## config.mk

```make
export PLATFORM = sky130hd
export DESIGN_NAME = stream_byte_swapper_flat
export DESIGN_NICKNAME = d
export VERILOG_FILES = /design/src/rtl/stream_byte_swapper_pkg.sv /design/src/rtl/stream_byte_swapper_if.sv /design/src/rtl/stream_skid_buffer.sv /design/src/rtl/stream_byte_swapper.sv /design/src/flat_wrapper.sv
export SDC_FILE = /design/constraint.sdc
export NUM_CORES = 1
export LEC_CHECK = 0
export CAP_MARGIN = 10
export CORE_MARGIN = 8
export CORE_UTILIZATION = 50
export CTS_CLUSTER_SIZE = 10
export DETAILED_ROUTE_END_ITERATION = 8
export PLACE_DENSITY = 0.82
export SLEW_MARGIN = 20
export SYNTH_ARGS = -nofsm -noshare
export SYNTH_HDL_FRONTEND = slang
export SYNTH_SLANG_ARGS = --single-unit
```

## constraint.sdc

```tcl
create_clock -name clk -period 5.93 [get_ports clk]
set_input_delay 1.4825 -clock clk [delete_from_list [all_inputs] [get_ports clk]]
set_output_delay 1.4825 -clock clk [all_outputs]
set_load 0.01 [all_outputs]
```

## src/rtl/stream_byte_swapper_pkg.sv

```systemverilog
// Shared constants and the group byte-reversal helper for the stream byte swapper.
// Byte 0 of a beat sits at the MSB end of the bus (Avalon symbol order).
package stream_byte_swapper_pkg;

    localparam logic [1:0] CSR_CTRL  = 2'd0;
    localparam logic [1:0] CSR_PKTS  = 2'd1;
    localparam logic [1:0] CSR_BYTES = 2'd2;
    localparam logic [1:0] CSR_ERRS  = 2'd3;

    localparam int MODE_W    = 3;
    localparam int MAX_BYTES = 64;
    localparam int MAX_BITS  = MAX_BYTES * 8;

    // Groups are power-of-two sized and aligned, so the source byte of any lane
    // is its own index with the in-group offset bits inverted (k ^ (g-1)).
    // The same identity holds from either end of the bus, so LSB indexing is safe.
    function automatic logic [MAX_BITS-1:0] byteswap_group(
        input logic [MAX_BITS-1:0] data,
        input int                  lg_bytes,
        input logic [MODE_W-1:0]   m
    );
        logic [MAX_BITS-1:0] res;
        int eff;
        int mask;
        eff  = (int'(m) > lg_bytes) ? lg_bytes : int'(m);
        mask = (32'sd1 <<< eff) - 32'sd1;
        res  = '0;
        for (int k = 0; k < MAX_BYTES; k++) begin
            res[k*8 +: 8] = data[(k ^ mask)*8 +: 8];
        end
        return res;
    endfunction

endpackage

```

## src/rtl/stream_byte_swapper_if.sv

```systemverilog
// Avalon-ST beat bundle used on both sides of the byte swapper.
// master drives the beat, slave returns ready (readyLatency 0).
interface stream_byte_swapper_if
    import stream_byte_swapper_pkg::*;
#(
    parameter int DATA_BYTES = 8
);
    localparam int EMPTY_W = $clog2(DATA_BYTES);

    logic [DATA_BYTES*8-1:0] data;
    logic [EMPTY_W-1:0]      empty;
    logic                    valid;
    logic                    ready;
    logic                    startofpacket;
    logic                    endofpacket;

    modport master (
        output data, empty, valid, startofpacket, endofpacket,
        input  ready
    );

    modport slave (
        input  data, empty, valid, startofpacket, endofpacket,
        output ready
    );

endinterface

```

## src/rtl/stream_skid_buffer.sv

```systemverilog
// Two-entry registered skid buffer: head register drives the output, the skid
// register absorbs the one beat that lands while the consumer stalls.
module stream_skid_buffer #(
    parameter int WIDTH = 8
) (
    input  logic             clk,
    input  logic             reset,
    input  logic [WIDTH-1:0] in_data,
    input  logic             in_valid,
    output logic             in_ready,
    output logic [WIDTH-1:0] out_data,
    output logic             out_valid,
    input  logic             out_ready
);

    logic [WIDTH-1:0] head_r;
    logic [WIDTH-1:0] skid_r;
    logic [1:0]       count_r;
    logic [1:0]       count_s;
    logic             valid_r;
    logic             ready_r;
    logic             push_s;
    logic             pop_s;

    assign push_s    = in_valid & ready_r;
    assign pop_s     = valid_r & out_ready;
    assign in_ready  = ready_r;
    assign out_valid = valid_r;
    assign out_data  = head_r;

    // Next occupancy from this cycle's push/pop pair
    always_comb begin
        count_s = count_r;
        case ({push_s, pop_s})
            2'b10:   count_s = count_r + 2'd1;
            2'b01:   count_s = count_r - 2'd1;
            default: count_s = count_r;
        endcase
    end

    // Storage plus registered valid/ready derived from next occupancy
    always_ff @(posedge clk) begin
        if (reset) begin
            head_r  <= '0;
            skid_r  <= '0;
            count_r <= 2'd0;
            valid_r <= 1'b0;
            ready_r <= 1'b0;
        end else begin
            count_r <= count_s;
            valid_r <= (count_s != 2'd0);
            ready_r <= (count_s != 2'd2);
            if (pop_s || !valid_r) begin
                if (count_r == 2'd2) begin
                    head_r <= skid_r;
                end else if (push_s) begin
                    head_r <= in_data;
                end
            end
            if (push_s && valid_r && !pop_s) begin
                skid_r <= in_data;
            end
        end
    end

endmodule

```

## src/rtl/stream_byte_swapper.sv

```systemverilog
// Inline Avalon-ST byte swapper with packet-boundary mode switching, skid
// buffering and packet/byte/error counters on an Avalon-MM CSR port.
module stream_byte_swapper
    import stream_byte_swapper_pkg::*;
#(
    parameter int DATA_BYTES = 8,
    parameter int EMPTY_W    = $clog2(DATA_BYTES)
) (
    input  logic                  clk,
    input  logic                  reset,
    stream_byte_swapper_if.slave  stream_in,
    stream_byte_swapper_if.master stream_out,
    input  logic [1:0]            csr_address,
    input  logic                  csr_read,
    input  logic                  csr_write,
    input  logic [31:0]           csr_writedata,
    output logic [31:0]           csr_readdata,
    output logic                  csr_readdatavalid,
    output logic                  csr_waitrequest
);

    localparam int DATA_BITS  = DATA_BYTES * 8;
    localparam int LOG2_BYTES = $clog2(DATA_BYTES);
    localparam int PAYLOAD_W  = DATA_BITS + EMPTY_W + 2;

    logic [MODE_W-1:0]    active_mode_r;
    logic [MODE_W-1:0]    pending_mode_r;
    logic                 in_packet_r;
    logic [31:0]          pkt_count_r;
    logic [31:0]          byte_count_r;
    logic [31:0]          err_count_r;
    logic [31:0]          csr_readdata_r;
    logic                 csr_readdatavalid_r;

    logic                 accept_s;
    logic                 sop_acc_s;
    logic                 eop_acc_s;
    logic                 stray_s;
    logic                 drop_s;
    logic                 fwd_s;
    logic                 err_s;
    logic                 wr_s;
    logic                 pending_flag_s;
    logic [31:0]          bytes_inc_s;
    logic [31:0]          rd_mux_s;
    logic [DATA_BITS-1:0] swapped_s;
    logic [PAYLOAD_W-1:0] payload_in_s;
    logic [PAYLOAD_W-1:0] payload_out_s;
    logic                 unused_wdata_s;

    assign accept_s  = stream_in.valid & stream_in.ready;
    assign sop_acc_s = accept_s & stream_in.startofpacket;
    assign eop_acc_s = accept_s & stream_in.endofpacket;
    // A continuation beat outside any packet is consumed but never buffered
    assign stray_s   = ~stream_in.startofpacket & ~in_packet_r;
    assign drop_s    = accept_s & stray_s;
    assign fwd_s     = accept_s & ~stray_s;
    assign err_s     = (sop_acc_s & in_packet_r) | drop_s;
    assign wr_s      = csr_write & ~csr_read;

    assign pending_flag_s = (pending_mode_r != active_mode_r);
    assign bytes_inc_s    = stream_in.endofpacket
                          ? (32'(DATA_BYTES) - 32'(stream_in.empty))
                          : 32'(DATA_BYTES);
    assign unused_wdata_s = ^csr_writedata[31:MODE_W];

    assign swapped_s    = DATA_BITS'(byteswap_group(MAX_BITS'(stream_in.data), LOG2_BYTES, active_mode_r));
    assign payload_in_s = {swapped_s, stream_in.empty, stream_in.startofpacket, stream_in.endofpacket};

    stream_skid_buffer #(
        .WIDTH (PAYLOAD_W)
    ) u_skid (
        .clk       (clk),
        .reset     (reset),
        .in_data   (payload_in_s),
        .in_valid  (stream_in.valid & ~stray_s),
        .in_ready  (stream_in.ready),
        .out_data  (payload_out_s),
        .out_valid (stream_out.valid),
        .out_ready (stream_out.ready)
    );

    assign stream_out.data          = payload_out_s[PAYLOAD_W-1 -: DATA_BITS];
    assign stream_out.empty         = payload_out_s[EMPTY_W+1:2];
    assign stream_out.startofpacket = payload_out_s[1];
    assign stream_out.endofpacket   = payload_out_s[0];

    assign csr_readdata      = csr_readdata_r;
    assign csr_readdatavalid = csr_readdatavalid_r;
    assign csr_waitrequest   = 1'b0;

    // CSR read mux over the pre-update register values
    always_comb begin
        rd_mux_s = 32'd0;
        case (csr_address)
            CSR_CTRL:  rd_mux_s = {23'd0, pending_flag_s, 5'd0, pending_mode_r};
            CSR_PKTS:  rd_mux_s = pkt_count_r;
            CSR_BYTES: rd_mux_s = byte_count_r;
            CSR_ERRS:  rd_mux_s = err_count_r;
            default:   rd_mux_s = 32'd0;
        endcase
    end

    // Mode, packet tracking and counters
    always_ff @(posedge clk) begin
        if (reset) begin
            active_mode_r  <= '0;
            pending_mode_r <= '0;
            in_packet_r    <= 1'b0;
            pkt_count_r    <= 32'd0;
            byte_count_r   <= 32'd0;
            err_count_r    <= 32'd0;
        end else begin
            if (wr_s && (csr_address == CSR_CTRL)) begin
                pending_mode_r <= csr_writedata[MODE_W-1:0];
            end
            // Commit only between packets so a packet never mixes two modes
            if (!in_packet_r && !sop_acc_s) begin
                active_mode_r <= pending_mode_r;
            end
            if (eop_acc_s) begin
                in_packet_r <= 1'b0;
            end else if (sop_acc_s) begin
                in_packet_r <= 1'b1;
            end
            if (sop_acc_s) begin
                pkt_count_r <= pkt_count_r + 32'd1;
            end
            if (fwd_s) begin
                byte_count_r <= byte_count_r + bytes_inc_s;
            end
            if (wr_s && (csr_address == CSR_ERRS)) begin
                err_count_r <= 32'd0;
            end else if (err_s && (err_count_r != 32'hFFFF_FFFF)) begin
                err_count_r <= err_count_r + 32'd1;
            end
        end
    end

    // Fixed read latency of one cycle
    always_ff @(posedge clk) begin
        if (reset) begin
            csr_readdata_r      <= 32'd0;
            csr_readdatavalid_r <= 1'b0;
        end else begin
            csr_readdatavalid_r <= csr_read;
            if (csr_read) begin
                csr_readdata_r <= rd_mux_s;
            end
        end
    end

endmodule

```

## src/flat_wrapper.sv

```systemverilog
// flat-port wrapper written by rule: the top's interface ports become plain ports
module stream_byte_swapper_flat import stream_byte_swapper_pkg::*;
#(
    parameter int DATA_BYTES = 8,
    parameter int EMPTY_W    = $clog2(DATA_BYTES)
)
  (clk, reset, csr_address, csr_read, csr_write, csr_writedata, csr_readdata, csr_readdatavalid, csr_waitrequest, stream_in_data, stream_in_empty, stream_in_valid, stream_in_startofpacket, stream_in_endofpacket, stream_in_ready, stream_out_data, stream_out_empty, stream_out_valid, stream_out_startofpacket, stream_out_endofpacket, stream_out_ready);
  stream_byte_swapper_if #(.DATA_BYTES(DATA_BYTES)) stream_in_i ();
  stream_byte_swapper_if #(.DATA_BYTES(DATA_BYTES)) stream_out_i ();
  input  logic clk;
  input  logic reset;
  input  logic [1:0] csr_address;
  input  logic csr_read;
  input  logic csr_write;
  input  logic [31:0] csr_writedata;
  output logic [31:0] csr_readdata;
  output logic csr_readdatavalid;
  output logic csr_waitrequest;
  input wire logic [$bits(stream_in_i.data)-1:0] stream_in_data;
  input wire logic [$bits(stream_in_i.empty)-1:0] stream_in_empty;
  input wire logic [$bits(stream_in_i.valid)-1:0] stream_in_valid;
  input wire logic [$bits(stream_in_i.startofpacket)-1:0] stream_in_startofpacket;
  input wire logic [$bits(stream_in_i.endofpacket)-1:0] stream_in_endofpacket;
  output wire logic [$bits(stream_in_i.ready)-1:0] stream_in_ready;
  output wire logic [$bits(stream_out_i.data)-1:0] stream_out_data;
  output wire logic [$bits(stream_out_i.empty)-1:0] stream_out_empty;
  output wire logic [$bits(stream_out_i.valid)-1:0] stream_out_valid;
  output wire logic [$bits(stream_out_i.startofpacket)-1:0] stream_out_startofpacket;
  output wire logic [$bits(stream_out_i.endofpacket)-1:0] stream_out_endofpacket;
  input wire logic [$bits(stream_out_i.ready)-1:0] stream_out_ready;
  assign stream_in_i.data = stream_in_data;
  assign stream_in_i.empty = stream_in_empty;
  assign stream_in_i.valid = stream_in_valid;
  assign stream_in_i.startofpacket = stream_in_startofpacket;
  assign stream_in_i.endofpacket = stream_in_endofpacket;
  assign stream_in_ready = stream_in_i.ready;
  assign stream_out_data = stream_out_i.data;
  assign stream_out_empty = stream_out_i.empty;
  assign stream_out_valid = stream_out_i.valid;
  assign stream_out_startofpacket = stream_out_i.startofpacket;
  assign stream_out_endofpacket = stream_out_i.endofpacket;
  assign stream_out_i.ready = stream_out_ready;
  stream_byte_swapper #(.DATA_BYTES(DATA_BYTES), .EMPTY_W(EMPTY_W)) u_core (.clk(clk), .reset(reset), .stream_in(stream_in_i), .stream_out(stream_out_i), .csr_address(csr_address), .csr_read(csr_read), .csr_write(csr_write), .csr_writedata(csr_writedata), .csr_readdata(csr_readdata), .csr_readdatavalid(csr_readdatavalid), .csr_waitrequest(csr_waitrequest));
endmodule
```

==> load_flow_metrics.sql, run 1 <==
INSERT INTO impl_metrics (metric_group, metric, value, unit) VALUES
('final_layout', 'seqCellArea', '0.005572', 'mm²'),
('critical_path', 'regToRegSetupSlack', '2.89', 'ns'),
('critical_path', 'critPathKind', 'input port to flip-flop', ''),
('synth', 'synth_flop_cell', 'dfxtp_1', ''),
('grt', 'grt_pass1_wl', '71420', 'µm'),
('grt', 'grt_pass1_vias', '13120', ''),
('critical_path', 'crit_fanout', '14', ''),
('synth', 'post_synth.cell_area_avg', '8.284', 'µm²'),
('floorplanning', 'io_pins', '214', ''),
('clocking', 'numCtsBuffers', '34', ''),
('clocking', 'tritoncts_sink_count', '278', ''),
('final_layout', 'areaGrowthSynthToFinish', '20.15', '%'),
('critical_path', 'cp_data_required_time', '6.30', 'ns'),
('synth', 'top_area_cell_type_share_of_the_netlist_area', '38.45', '%'),
('min_path', 'min-delay-start', 'u_core.u_skid.skid_r[37]$_SDFFE_PP0P_', ''),
('grt', 'grt_start_max_net_pins', '96', ''),
('clocking', 'cts.htree.levels', '2', ''),
('synth', 'synth.cell_area', '0.01447', 'mm²'),
('timing', 'max-slew-margin-rel', '24.18', '%'),
('synth', 'synth_compound_area_share', '22.21', '%'),
('place', 'gp_congestion', '0.9242', ''),
('final_layout', 'mostFrequentLayoutCells', '275 x dfxtp_1, 258 x nor2_1, 181 x clkdlybuf4s50_1, 169 x nand2_1, 67 x a21oi_1', ''),
('timing', 'max_freq', '0.2559', 'GHz'),
('clocking', 'cts-root-buf', 'clkbuf_16', ''),
('synth', 'synth_top_cell_by_area', 'dfxtp_1', ''),
('timing', 'min_period_over_period', '65.91', '%'),
('timing', 'fin_crit', '3.908', 'ns'),
('timing', 'timing_worst_slew_pin_value', '1.135', 'ns'),
('critical_path', 'cp_slowest_cell', 'clkdlybuf4s50_1', ''),
('outcome', 'outcome', 'finished clean', ''),
('min_path', 'worstHoldPathType', 'flip-flop to flip-flop', ''),
('drt', 'dr_total_vias', '13860', ''),
('floorplanning', 'core_area', '0.02863', 'mm²'),
('timing', 'fin_skew', '0.01703', 'ns'),
('flow_run', 'drv.max_cap_violation_count', '0', ''),
('place', 'dpl.hpwl', '30560', 'µm'),
('min_path', 'min_path_cells', '2', ''),
('final_layout', 'design.final.nets', '1951', ''),
('grt', 'antenna_found_initial', '2', ''),
('critical_path', 'r2r_end', 'u_core.u_skid.out_data[17]$_SDFFE_PP0P_', ''),
('floorplanning', 'die-height', '186.1', 'µm'),
('drt', 'post_detailed_route_wirelength_per_cell', '20.36', 'µm'),
('floorplanning', 'floorplan.die.width', '186.1', 'µm'),
('drt', 'totalWireLength', '45440', 'µm'),
('clocking', 'cts-hold-fix-buffers', '0', ''),
('critical_path', 'start_kind', 'input port', ''),
('floorplanning', 'fp.dieArea', '0.03465', 'mm²'),
('timing', 'setup-tns-final', '0', 'ns'),
('synth', 'post_synthesis_mux_area_share', '7.980', '%'),
('place', 'quantity_of_i_o_buffers_inserted_on_ports', '183', ''),
('synth', 'post_synthesis_sequential_area_ratio', '38.45', '%'),
('synth', 'synthArstFlopShare', '0', '%'),
('critical_path', 'max_stage_delay', '0.63', 'ns'),
('grt', 'globalRouteOverflowTotal', '0', ''),
('min_path', 'worst_hold_path.endpoint', 'u_core.u_skid.skid_r[37]$_SDFFE_PP0P_', ''),
('critical_path', 'cp.arrival', '4.27', 'ns'),
('drt', 'detail_route.first_pass.iterations', '6', ''),
('clocking', 'path_clk_slew', '0.05', 'ns'),
('power_and_ir_drop', 'power_per_cell_area', '270.7', 'mW/mm²'),
('final_layout', 'nFillCells', '2372', ''),
('synth', 'post_synth_fa_ha_maj_area_fraction', '0.8299', '%'),
('critical_path', 'reg2reg_depth', '6', ''),
('synth', 'ys_seq_elements', '278', ''),
('timing', 'rsz0062_at_grt', 'no', ''),
('drt', 'drt_first_iter_violations', '1455', ''),
('synth', 'synth.area.top_cells', 'dfxtp_1 38%, nor2_1 6.7%, nand2_1 4.4%', ''),
('critical_path', 'path_cells', 'clkdlybuf4s50_1 -> inv_1 -> ha_1 -> xnor2_1 -> and2_1 -> ha_1 -> nor2b_1 -> o21ai_0 -> buf_4 -> a2111oi_0 -> xnor2_1 -> nor2_1', ''),
('synth', 'synth_top_family_by_area', 'compound AO/OA/AOI/OAI gates', ''),
('final_layout', 'final_common_cell', 'dfxtp_1', ''),
('critical_path', 'end_kind', 'flip-flop', ''),
('clocking', 'post_cts_setup_buffer_count', '0', '');
[Yosys cell counts, drive strengths merged (3+ instances only)]
cell type  count
a311oi         6
a2bb2oi       12
o21ai         57
mux2i         49
nor4           8
xnor2         49
a21oi         69
a31o           5
o21a          25
o22a          28
inv           19
mux2          51
nor3          42
nor2         258
nand3b        24
o31ai          5
a2111oi        9
a31oi         30
nor4b          3
nand2        170
nand3         25
nand4         26
or4            7
nor3b          3
nand2b        37
o21bai        28
nor2b          8
a211oi        44
a22oi         29
dfxtp        278
ha             8
o221ai        56
or3           13
buf           26
mux4           4
and2          10
xor2          27
clkbuf       130
o32ai         32
and3           9
and4          15
[per-layer routing]
| metal | GRT usage, % | up-vias | routed length (µm) | part of all wire [%] |
|---|---|---|---|---|
| li1 | - | 6498 | - | - |
| met1 | 31.68 | 6658 | 18110 | 40 |
| met2 | 42.60 | 587 | 21420 | 47 |
| met3 | 4.371 | 110 | 3921 | 8.6 |
| met4 | 12.00 | 4 | 1958 | 4.3 |
| met5 | 0 | - | 29 | 0.064 |
[worst max-delay path by stage]
stage / startpoint / endpoint
2_1_floorplan: stream_in_empty[0] / u_core.byte_count_r[28]$_SDFFE_PP0P_
3_3_place_gp: stream_in_empty[1] / u_core.byte_count_r[10]$_SDFFE_PP0P_
3_5_place_dp: stream_in_valid / u_core.u_skid.out_data[11]$_SDFFE_PP0P_
4_1_cts: stream_in_valid / u_core.u_skid.out_data[11]$_SDFFE_PP0P_
5_1_grt: stream_in_valid / u_core.u_skid.out_data[13]$_SDFFE_PP0P_
6_report: stream_in_empty[1] / u_core.byte_count_r[28]$_SDFFE_PP0P_
[through the flow]
stage               instances  total power (W)  util, %  setup slack (ns)  cell area (µm²)
global placement         2181         0.002876    57.37             1.599            16420
floorplan                1747         0.002494        -             2.264            14470
global route             2228         0.004885    60.71             1.747            17380
detailed placement       2181         0.002896    57.37             1.493            16420
finish                   2232         0.004707    60.75             2.022            17390
CTS                      2228         0.004724    60.70             2.008            17380
[sequential cells by signal, indices dropped and copies added, names as in the netlist]
register and flops:
u_core.in_packet_r 1, u_core.pending_mode_r 3, u_core.u_skid.count_r 2, u_core.pkt_count_r 32, u_core.u_skid.out_data 69, u_core.byte_count_r 32, u_core.csr_readdatavalid 1, u_core.u_skid.skid_r 69
u_core.active_mode_r 3, u_core.err_count_r 32, u_core.u_skid.out_valid 1, u_core.u_skid.in_ready 1, u_core.csr_readdata 32
[power breakdown]
group | internal [W] | total [W] | switching (W)
Clock | 0.00108 | 0.00184 | 0.000762
Sequential | 0.00197 | 0.00205 | 0.0000802
Combinational | 0.000371 | 0.000813 | 0.000442
Total | 0.00342 | 0.00471 | 0.00128
[kinds of logic (layout without fill, tap and decap cells)]
| logic type | after synthesis | count (layout) |
|---|---|---|
| adder cells (fa/ha/maj) | 9 | 9 |
| other | 1 | 5 |
| XOR/XNOR | 76 | 76 |
| buffers and inverters | 175 | 272 |
| flip-flops | 278 | 278 |
| multiplexers | 104 | 104 |
| AO/OA/AOI/OAI | 444 | 444 |
| AND/OR/NAND/NOR | 660 | 660 |
[layout make-up]
type,count,area share [%]
Sequential cell,278,32.04
Antenna cell,4,0.05756
Timing Repair Buffer,206,11.65
Tap cell,384,2.763
Clock buffer,44,5.281
Multi-Input combinational cell,1294,47.60
Clock inverter,3,0.1943
Inverter,19,0.4101
[critical path: cells and delay by family]
kind                     cells  cell delay, ns
AND/OR/NAND/NOR              3            0.41
AO/OA/AOI/OAI                2            0.62
buffers and inverters        3            0.93
XOR/XNOR                     2            0.31
adder cells (fa/ha/maj)      2            0.52
Power figures use the tool's default switching activity.
==> inputs of run 2 (changes only) <==
==> constraint.sdc (replaced) <==
create_clock -name clk -period 3.86 [get_ports clk]
set_input_delay 0.965 -clock clk [delete_from_list [all_inputs] [get_ports clk]]
set_output_delay 0.965 -clock clk [all_outputs]
set_load 0.01 [all_outputs]
==> load_flow_metrics.sql, run 2 (synthesized netlist as in run 1, its figures left out) <==
INSERT INTO impl_metrics (metric_group, metric, value, unit) VALUES
('outcome', 'outcome', 'finished clean', ''),
('clocking', 'cts.htree.levels', '2', ''),
('place', 'gp_congestion', '0.9402', ''),
('clocking', 'cts-hold-fix-buffers', '0', ''),
('critical_path', 'cp_data_required_time', '4.25', 'ns'),
('power_and_ir_drop', 'power_leakage', '5.778', 'nW'),
('place', 'post-place-ws', '0.06689', 'ns'),
('timing', 'rsz0062_at_grt', 'no', ''),
('power_and_ir_drop', 'register_share_of_total_power', '44.0', '%'),
('power_and_ir_drop', 'power', '0.007169', 'W'),
('min_path', 'worst_hold_path.endpoint', 'u_core.u_skid.skid_r[44]$_SDFFE_PP0P_', ''),
('timing', 'max-slew-margin-rel', '39.60', '%'),
('clocking', 'worst_skew_pair.late_latency', '0.53', 'ns'),
('grt', 'globalRouteOverflowTotal', '0', ''),
('power_and_ir_drop', 'intPower', '0.005186', 'W'),
('final_layout', 'final_core_utilization', '60.87', '%'),
('critical_path', 'path_cells', 'clkdlybuf4s50_1 -> inv_1 -> ha_1 -> xnor2_1 -> and2_1 -> ha_1 -> nor2b_1 -> o21ai_0 -> buf_4 -> a2111oi_0 -> xnor2_1 -> nor2_1', ''),
('grt', 'grt_start_max_net_pins', '147', ''),
('drt', 'post_detailed_route_wirelength_per_cell', '20.56', 'µm'),
('clocking', 'cts-root-buf', 'clkbuf_16', ''),
('critical_path', 'reg2reg_depth', '7', ''),
('timing', 'fin_skew', '0.02696', 'ns'),
('timing', 'setup_violations', '0', ''),
('power_and_ir_drop', 'netSwitchingFraction', '27.66', '%'),
('drt', 'drc', '0', ''),
('clocking', 'cts_repair_resize_count', '0', ''),
('clocking', 'clk_path_buf_depth', '3', ''),
('floorplanning', 'rows', '62', ''),
('critical_path', 'worst-path-buf-inv', '3', ''),
('timing', 'timing_worst_slew_pin_value', '0.9060', 'ns'),
('critical_path', 'crit_fanout', '14', ''),
('power_and_ir_drop', 'ir_drop', '0.3124', 'mV'),
('drt', 'detail_route.first_pass.iterations', '5', ''),
('floorplanning', 'fp.dieArea', '0.03465', 'mm²'),
('clocking', 'cts_tree', 'yes', ''),
('final_layout', 'areaGrowthSynthToFinish', '20.39', '%'),
('timing', 'setup-tns-final', '0', 'ns'),
('timing', 'fin_crit', '3.331', 'ns'),
('drt', 'totalWireLength', '46100', 'µm'),
('drt', 'dr_total_vias', '14040', ''),
('drt', 'route.antenna.remaining_nets', '0', ''),
('timing', 'max_freq', '0.3002', 'GHz'),
('critical_path', 'worst_r2r_startpoint', 'u_core.active_mode_r[0]$_SDFFE_PP0P_', ''),
('clocking', 'tritoncts_sink_count', '278', ''),
('critical_path', 'cp_slowest_cell', 'clkdlybuf4s50_1', ''),
('min_path', 'worstHoldPathType', 'flip-flop to flip-flop', ''),
('min_path', 'min-delay-start', 'u_core.u_skid.skid_r[44]$_SDFFE_PP0P_', ''),
('grt', 'grt_pass1_wl', '72000', 'µm'),
('floorplanning', 'initial_core_utilization', '50.56', '%'),
('timing', 'hold_viol_final', '0', ''),
('clocking', 'post_cts_setup_buffer_count', '0', ''),
('power_and_ir_drop', 'power_per_cell_area', '411.4', 'mW/mm²'),
('drt', 'drt_first_iter_violations', '1450', ''),
('grt', 'grt_pass1_vias', '13390', ''),
('place', 'dpl.hpwl', '31130', 'µm'),
('power_and_ir_drop', 'p_clk_share', '38.7', '%'),
('flow_run', 'drv.max_cap_violation_count', '0', ''),
('floorplanning', 'io_pins', '214', ''),
('grt', 'antenna_found_initial', '3', ''),
('timing', 'min_period_over_period', '86.30', '%'),
('critical_path', 'regToRegSetupSlack', '1.24', 'ns'),
('final_layout', 'mostFrequentLayoutCells', '275 x dfxtp_1, 258 x nor2_1, 181 x clkdlybuf4s50_1, 169 x nand2_1, 67 x a21oi_1', ''),
('critical_path', 'r2r_end', 'u_core.u_skid.out_data[68]$_SDFFE_PP0P_', ''),
('floorplanning', 'floorplan.die.width', '186.1', 'µm'),
('final_layout', 'layout-drive-gt1-share', '8.221', '%'),
('floorplanning', 'core_area', '0.02863', 'mm²'),
('critical_path', 'critPathKind', 'input port to flip-flop', ''),
('timing', 'setup_slack', '0.5289', 'ns'),
('grt', 'groute.usage.overall', '25.72', '%'),
('power_and_ir_drop', 'comb_power_share', '17.3', '%'),
('critical_path', 'end_kind', 'flip-flop', ''),
('min_path', 'min_path_cells', '2', ''),
('clocking', 'path_clk_slew', '0.05', 'ns'),
('floorplanning', 'die-height', '186.1', 'µm'),
('clocking', 'numCtsBuffers', '34', ''),
('power_and_ir_drop', 'power.switching', '0.001983', 'W'),
('critical_path', 'max_stage_delay', '0.58', 'ns'),
('final_layout', 'final_common_cell', 'dfxtp_1', ''),
('critical_path', 'timing.critical_path.max_delay_family', 'buffers and inverters', ''),
('place', 'quantity_of_i_o_buffers_inserted_on_ports', '183', ''),
('drt', 'drt-vias-per-instance', '6.264', ''),
('timing', 'timing_max_transition_violations_final', '0', ''),
('critical_path', 'cp.arrival', '3.72', 'ns'),
('critical_path', 'start_kind', 'input port', ''),
('final_layout', 'design.final.nets', '1960', '');
run 2: cell types whose count changed in the layout (fill, tap and decap cells not counted):
cell | previous run | this run
clkbuf_8 | 3 | 0
buf_4 | 21 | 30
nor3_1 | 41 | 42
clkinv_4 | 0 | 1
diode_2 | 4 | 9
nor3_2 | 1 | 0
a21o_1 | 1 | 2
clkinv_2 | 0 | 1
clkbuf_1 | 7 | 4
a21o_2 | 1 | 0
run 2: how the worst max path moves through the flow:
| stage | startpoint | to | slack [ns] | cells past startpoint |
|---|---|---|---|---|
| global route | stream_in_empty[0] | u_core.byte_count_r[10]$_SDFFE_PP0P_ | 0.39 | 12 |
| detailed placement | stream_in_empty[0] | u_core.byte_count_r[10]$_SDFFE_PP0P_ | 0.07 | 12 |
| finish | stream_in_empty[0] | u_core.byte_count_r[10]$_SDFFE_PP0P_ | 0.53 | 12 |
| floorplan | stream_in_empty[0] | u_core.byte_count_r[28]$_SDFFE_PP0P_ | 0.71 | 11 |
| CTS | stream_in_empty[0] | u_core.byte_count_r[10]$_SDFFE_PP0P_ | 0.58 | 12 |
| global placement | stream_in_empty[0] | u_core.byte_count_r[10]$_SDFFE_PP0P_ | 0.12 | 12 |
run 2: routing by layer:
layer | up-vias | wire length [µm] | track usage, %
met5 | - | 0 | 0
met4 | 0 | 2231 | 13.24
met3 | 120 | 3969 | 4.526
met2 | 640 | 21710 | 43.49
met1 | 6774 | 18190 | 31.10
li1 | 6510 | - | -
run 2: final cells by class:
class / count / area [µm²]
fill: 2428 / 11200
multi-input combinational: 1294 / 8272
sequential: 278 / 5572
timing repair buffer: 215 / 2093
clock buffer: 38 / 865.8
tap: 384 / 480.5
inverter: 19 / 71.32
clock inverter: 5 / 47.55
antenna: 9 / 22.52
run 2: through the flow:
step | hold slack (ns) | instance area, µm² | std cells
after floorplan | 0.4357 | 14470 | 1747
after global placement | 0.4415 | 16490 | 2190
after detailed placement | 0.4465 | 16490 | 2190
after CTS | 0.4536 | 17400 | 2233
after global routing | 0.4683 | 17400 | 2234
final | 0.4528 | 17420 | 2242
run 2: power by group through the flow:
stage | sequential, W | clock [W] | combinational [W]
finish | 0.00316 | 0.00277 | 0.00124
global route | 0.00318 | 0.00293 | 0.00133
CTS | 0.00316 | 0.00280 | 0.00124
detailed placement | 0.00321 | 0 | 0.00123
global placement | 0.00321 | 0 | 0.00121
floorplan | 0.00324 | 0 | 0.000595
run 2: worst min-delay path, delay by kind of cell, from the launching register on:
family / cells / cell delay [ns]
AOI/OAI and AO/OA: 1 / 0.05
and+or+nand+nor: 1 / 0.05
DFF: 1 / 0.30
==> inputs of run 3 (changes only) <==
--- a/config.mk
+++ b/config.mk
@@ -5,12 +5,12 @@
 export SDC_FILE = /design/constraint.sdc
 export NUM_CORES = 1
 export LEC_CHECK = 0
-export CAP_MARGIN = 10
+export CAP_MARGIN = 0
 export CORE_MARGIN = 8
-export CORE_UTILIZATION = 50
+export CORE_UTILIZATION = 44
 export CTS_CLUSTER_SIZE = 10
 export DETAILED_ROUTE_END_ITERATION = 8
-export PLACE_DENSITY = 0.82
+export PLACE_DENSITY = 0.75
 export SLEW_MARGIN = 20
 export SYNTH_ARGS = -nofsm -noshare
 export SYNTH_HDL_FRONTEND = slang
==> load_flow_metrics.sql, run 3 (synthesized netlist as in run 1, its figures left out) <==
INSERT INTO impl_metrics (metric_group, metric, value, unit) VALUES
('outcome', 'outcome', 'finished clean', ''),
('clocking', 'worst_skew_pair.late_latency', '0.52', 'ns'),
('clocking', 'cts.htree.levels', '2', ''),
('critical_path', 'crit_fanout', '14', ''),
('clocking', 'cts-hold-fix-buffers', '0', ''),
('critical_path', 'regToRegSetupSlack', '1.18', 'ns'),
('power_and_ir_drop', 'power.switching', '0.001964', 'W'),
('clocking', 'clk_path_buf_depth', '3', ''),
('drt', 'drt-vias-per-instance', '5.904', ''),
('clocking', 'cts-root-buf', 'clkbuf_16', ''),
('grt', 'grt_pass1_vias', '12870', ''),
('power_and_ir_drop', 'p_clk_share', '39.0', '%'),
('timing', 'hold_viol_final', '0', ''),
('place', 'quantity_of_i_o_buffers_inserted_on_ports', '183', ''),
('drt', 'totalWireLength', '45860', 'µm'),
('grt', 'grt_start_max_net_pins', '104', ''),
('floorplanning', 'rows', '66', ''),
('grt', 'globalRouteOverflowTotal', '0', ''),
('timing', 'timing_max_transition_violations_final', '0', ''),
('critical_path', 'crit_end', 'u_core.byte_count_r[28]$_SDFFE_PP0P_', ''),
('timing', 'fin_crit', '3.315', 'ns'),
('power_and_ir_drop', 'register_share_of_total_power', '43.7', '%'),
('drt', 'drc', '0', ''),
('grt', 'groute.usage.overall', '22.48', '%'),
('critical_path', 'critPathKind', 'input port to flip-flop', ''),
('final_layout', 'areaGrowthSynthToFinish', '21.02', '%'),
('timing', 'fin_skew', '0.02575', 'ns'),
('drt', 'post_detailed_route_wirelength_per_cell', '20.00', 'µm'),
('timing', 'setup_slack', '0.5447', 'ns'),
('floorplanning', 'floorplan.die.width', '197.4', 'µm'),
('floorplanning', 'initial_core_utilization', '44.59', '%'),
('power_and_ir_drop', 'power_per_cell_area', '411.6', 'mW/mm²'),
('final_layout', 'mostFrequentLayoutCells', '275 x dfxtp_1, 258 x nor2_1, 181 x clkdlybuf4s50_1, 169 x nand2_1, 67 x a21oi_1', ''),
('drt', 'detail_route.first_pass.iterations', '5', ''),
('final_layout', 'layout-drive-gt1-share', '8.270', '%'),
('floorplanning', 'io_pins', '214', ''),
('power_and_ir_drop', 'netSwitchingFraction', '27.25', '%'),
('clocking', 'numCtsBuffers', '34', ''),
('clocking', 'cts_repair_resize_count', '0', ''),
('grt', 'grt_pass1_wl', '71230', 'µm'),
('timing', 'max-slew-margin-rel', '29.89', '%'),
('power_and_ir_drop', 'power_leakage', '5.797', 'nW'),
('critical_path', 'cp.arrival', '3.69', 'ns'),
('critical_path', 'start_kind', 'input port', ''),
('grt', 'grt.met1_usage', '27.74', '%'),
('timing', 'setup-tns-final', '0', 'ns'),
('grt', 'met2_usage_in_global_routing', '37.86', '%'),
('drt', 'route.antenna.remaining_nets', '0', ''),
('critical_path', 'reg2reg_depth', '6', ''),
('timing', 'min_period_over_period', '85.89', '%'),
('clocking', 'tritoncts_sink_count', '278', ''),
('power_and_ir_drop', 'intPower', '0.005245', 'W'),
('min_path', 'worstHoldPathType', 'flip-flop to flip-flop', ''),
('timing', 'rsz0062_at_grt', 'no', ''),
('critical_path', 'end_kind', 'flip-flop', ''),
('clocking', 'cts_tree', 'yes', ''),
('critical_path', 'crit_path_start', 'stream_in_empty[1]', ''),
('timing', 'max_freq', '0.3016', 'GHz'),
('power_and_ir_drop', 'ir_drop', '0.2773', 'mV'),
('final_layout', 'design.final.nets', '1961', ''),
('grt', 'antenna_found_initial', '1', ''),
('place', 'gp_congestion', '0.9945', ''),
('floorplanning', 'core_area', '0.03245', 'mm²'),
('grt', 'busiest_grt_layer', 'met2', ''),
('floorplanning', 'die-height', '197.4', 'µm'),
('flow_run', 'drv.max_cap_violation_count', '0', ''),
('timing', 'setup_violations', '0', ''),
('floorplanning', 'fp.dieArea', '0.03895', 'mm²'),
('clocking', 'post_cts_setup_buffer_count', '0', ''),
('final_layout', 'final_common_cell', 'dfxtp_1', ''),
('final_layout', 'final_cell_count_no_fill', '2293', ''),
('place', 'post-place-ws', '0.04975', 'ns'),
('place', 'placedCellCount', '2249', ''),
('drt', 'drt_first_iter_violations', '1018', ''),
('drt', 'dr_total_vias', '13540', ''),
('grt', 'met3_usage', '4.037', '%'),
('critical_path', 'cp_data_required_time', '4.23', 'ns'),
('clocking', 'path_clk_slew', '0.05', 'ns'),
('power_and_ir_drop', 'comb_power_share', '17.2', '%'),
('critical_path', 'worst_r2r_startpoint', 'u_core.active_mode_r[0]$_SDFFE_PP0P_', ''),
('timing', 'timing_worst_slew_pin_value', '1.052', 'ns'),
('place', 'dpl.hpwl', '31820', 'µm'),
('critical_path', 'r2r_end', 'u_core.u_skid.out_data[6]$_SDFFE_PP0P_', '');
run 3: metal layers:
metal / vias up / share of wire, %
li1: 6505 / -
met1: 6456 / 42
met2: 458 / 47
met3: 116 / 7.0
met4: 2 / 4.1
met5: - / 0.026
run 3: area by class of cell:
class | instances | area (µm²)
fill | 2994 | 14940
inverter | 19 | 71.32
timing repair buffer | 216 | 2101
tap | 442 | 553.0
sequential | 278 | 5572
multi-input combinational | 1294 | 8269
clock inverter | 4 | 45.04
clock buffer | 39 | 900.9
antenna | 1 | 2.502
run 3: stage by stage:
step / hold WS [ns] / power (W) / util (%) / cell area (µm²)
after detailed placement: 0.4465 / 0.004451 / 51.04 / 16570
final: 0.4531 / 0.007209 / 53.97 / 17510
after global placement: 0.4409 / 0.004433 / 51.04 / 16570
after floorplan: 0.4357 / 0.003832 / - / 14470
after CTS: 0.4539 / 0.007258 / 53.96 / 17510
after global routing: 0.4669 / 0.007489 / 53.96 / 17510
run 3: worst min path at each step:
stage	startpoint	cells past startpoint	to
6_report	u_core.u_skid.skid_r[52]$_SDFFE_PP0P_	2	u_core.u_skid.skid_r[52]$_SDFFE_PP0P_
5_1_grt	u_core.u_skid.skid_r[54]$_SDFFE_PP0P_	2	u_core.u_skid.skid_r[54]$_SDFFE_PP0P_
4_1_cts	u_core.u_skid.skid_r[50]$_SDFFE_PP0P_	2	u_core.u_skid.skid_r[50]$_SDFFE_PP0P_
3_5_place_dp	u_core.u_skid.skid_r[42]$_SDFFE_PP0P_	2	u_core.u_skid.skid_r[42]$_SDFFE_PP0P_
3_3_place_gp	u_core.u_skid.skid_r[68]$_SDFFE_PP0P_	2	u_core.u_skid.skid_r[68]$_SDFFE_PP0P_
2_1_floorplan	u_core.u_skid.skid_r[37]$_SDFFE_PP0P_	2	u_core.u_skid.skid_r[37]$_SDFFE_PP0P_
run 3: worst max-delay path, cell delays in order:
cell,delay (ns)
clkdlybuf4s50_1,0.59
inv_1,0.08
ha_1,0.19
xnor2_1,0.11
and2_1,0.16
ha_1,0.33
nor2b_1,0.17
o21ai_0,0.10
buf_4,0.21
a2111oi_0,0.53
xnor2_1,0.17
nor2_1,0.05
run 3: power groups by stage:
| stage | registers, W | clock network (W) | logic (W) |
|---|---|---|---|
| floorplan | 0.00324 | 0 | 0.000595 |
| global placement | 0.00321 | 0 | 0.00122 |
| detailed placement | 0.00321 | 0 | 0.00124 |
| CTS | 0.00315 | 0.00286 | 0.00125 |
| global route | 0.00317 | 0.00298 | 0.00134 |
| finish | 0.00315 | 0.00281 | 0.00124 |
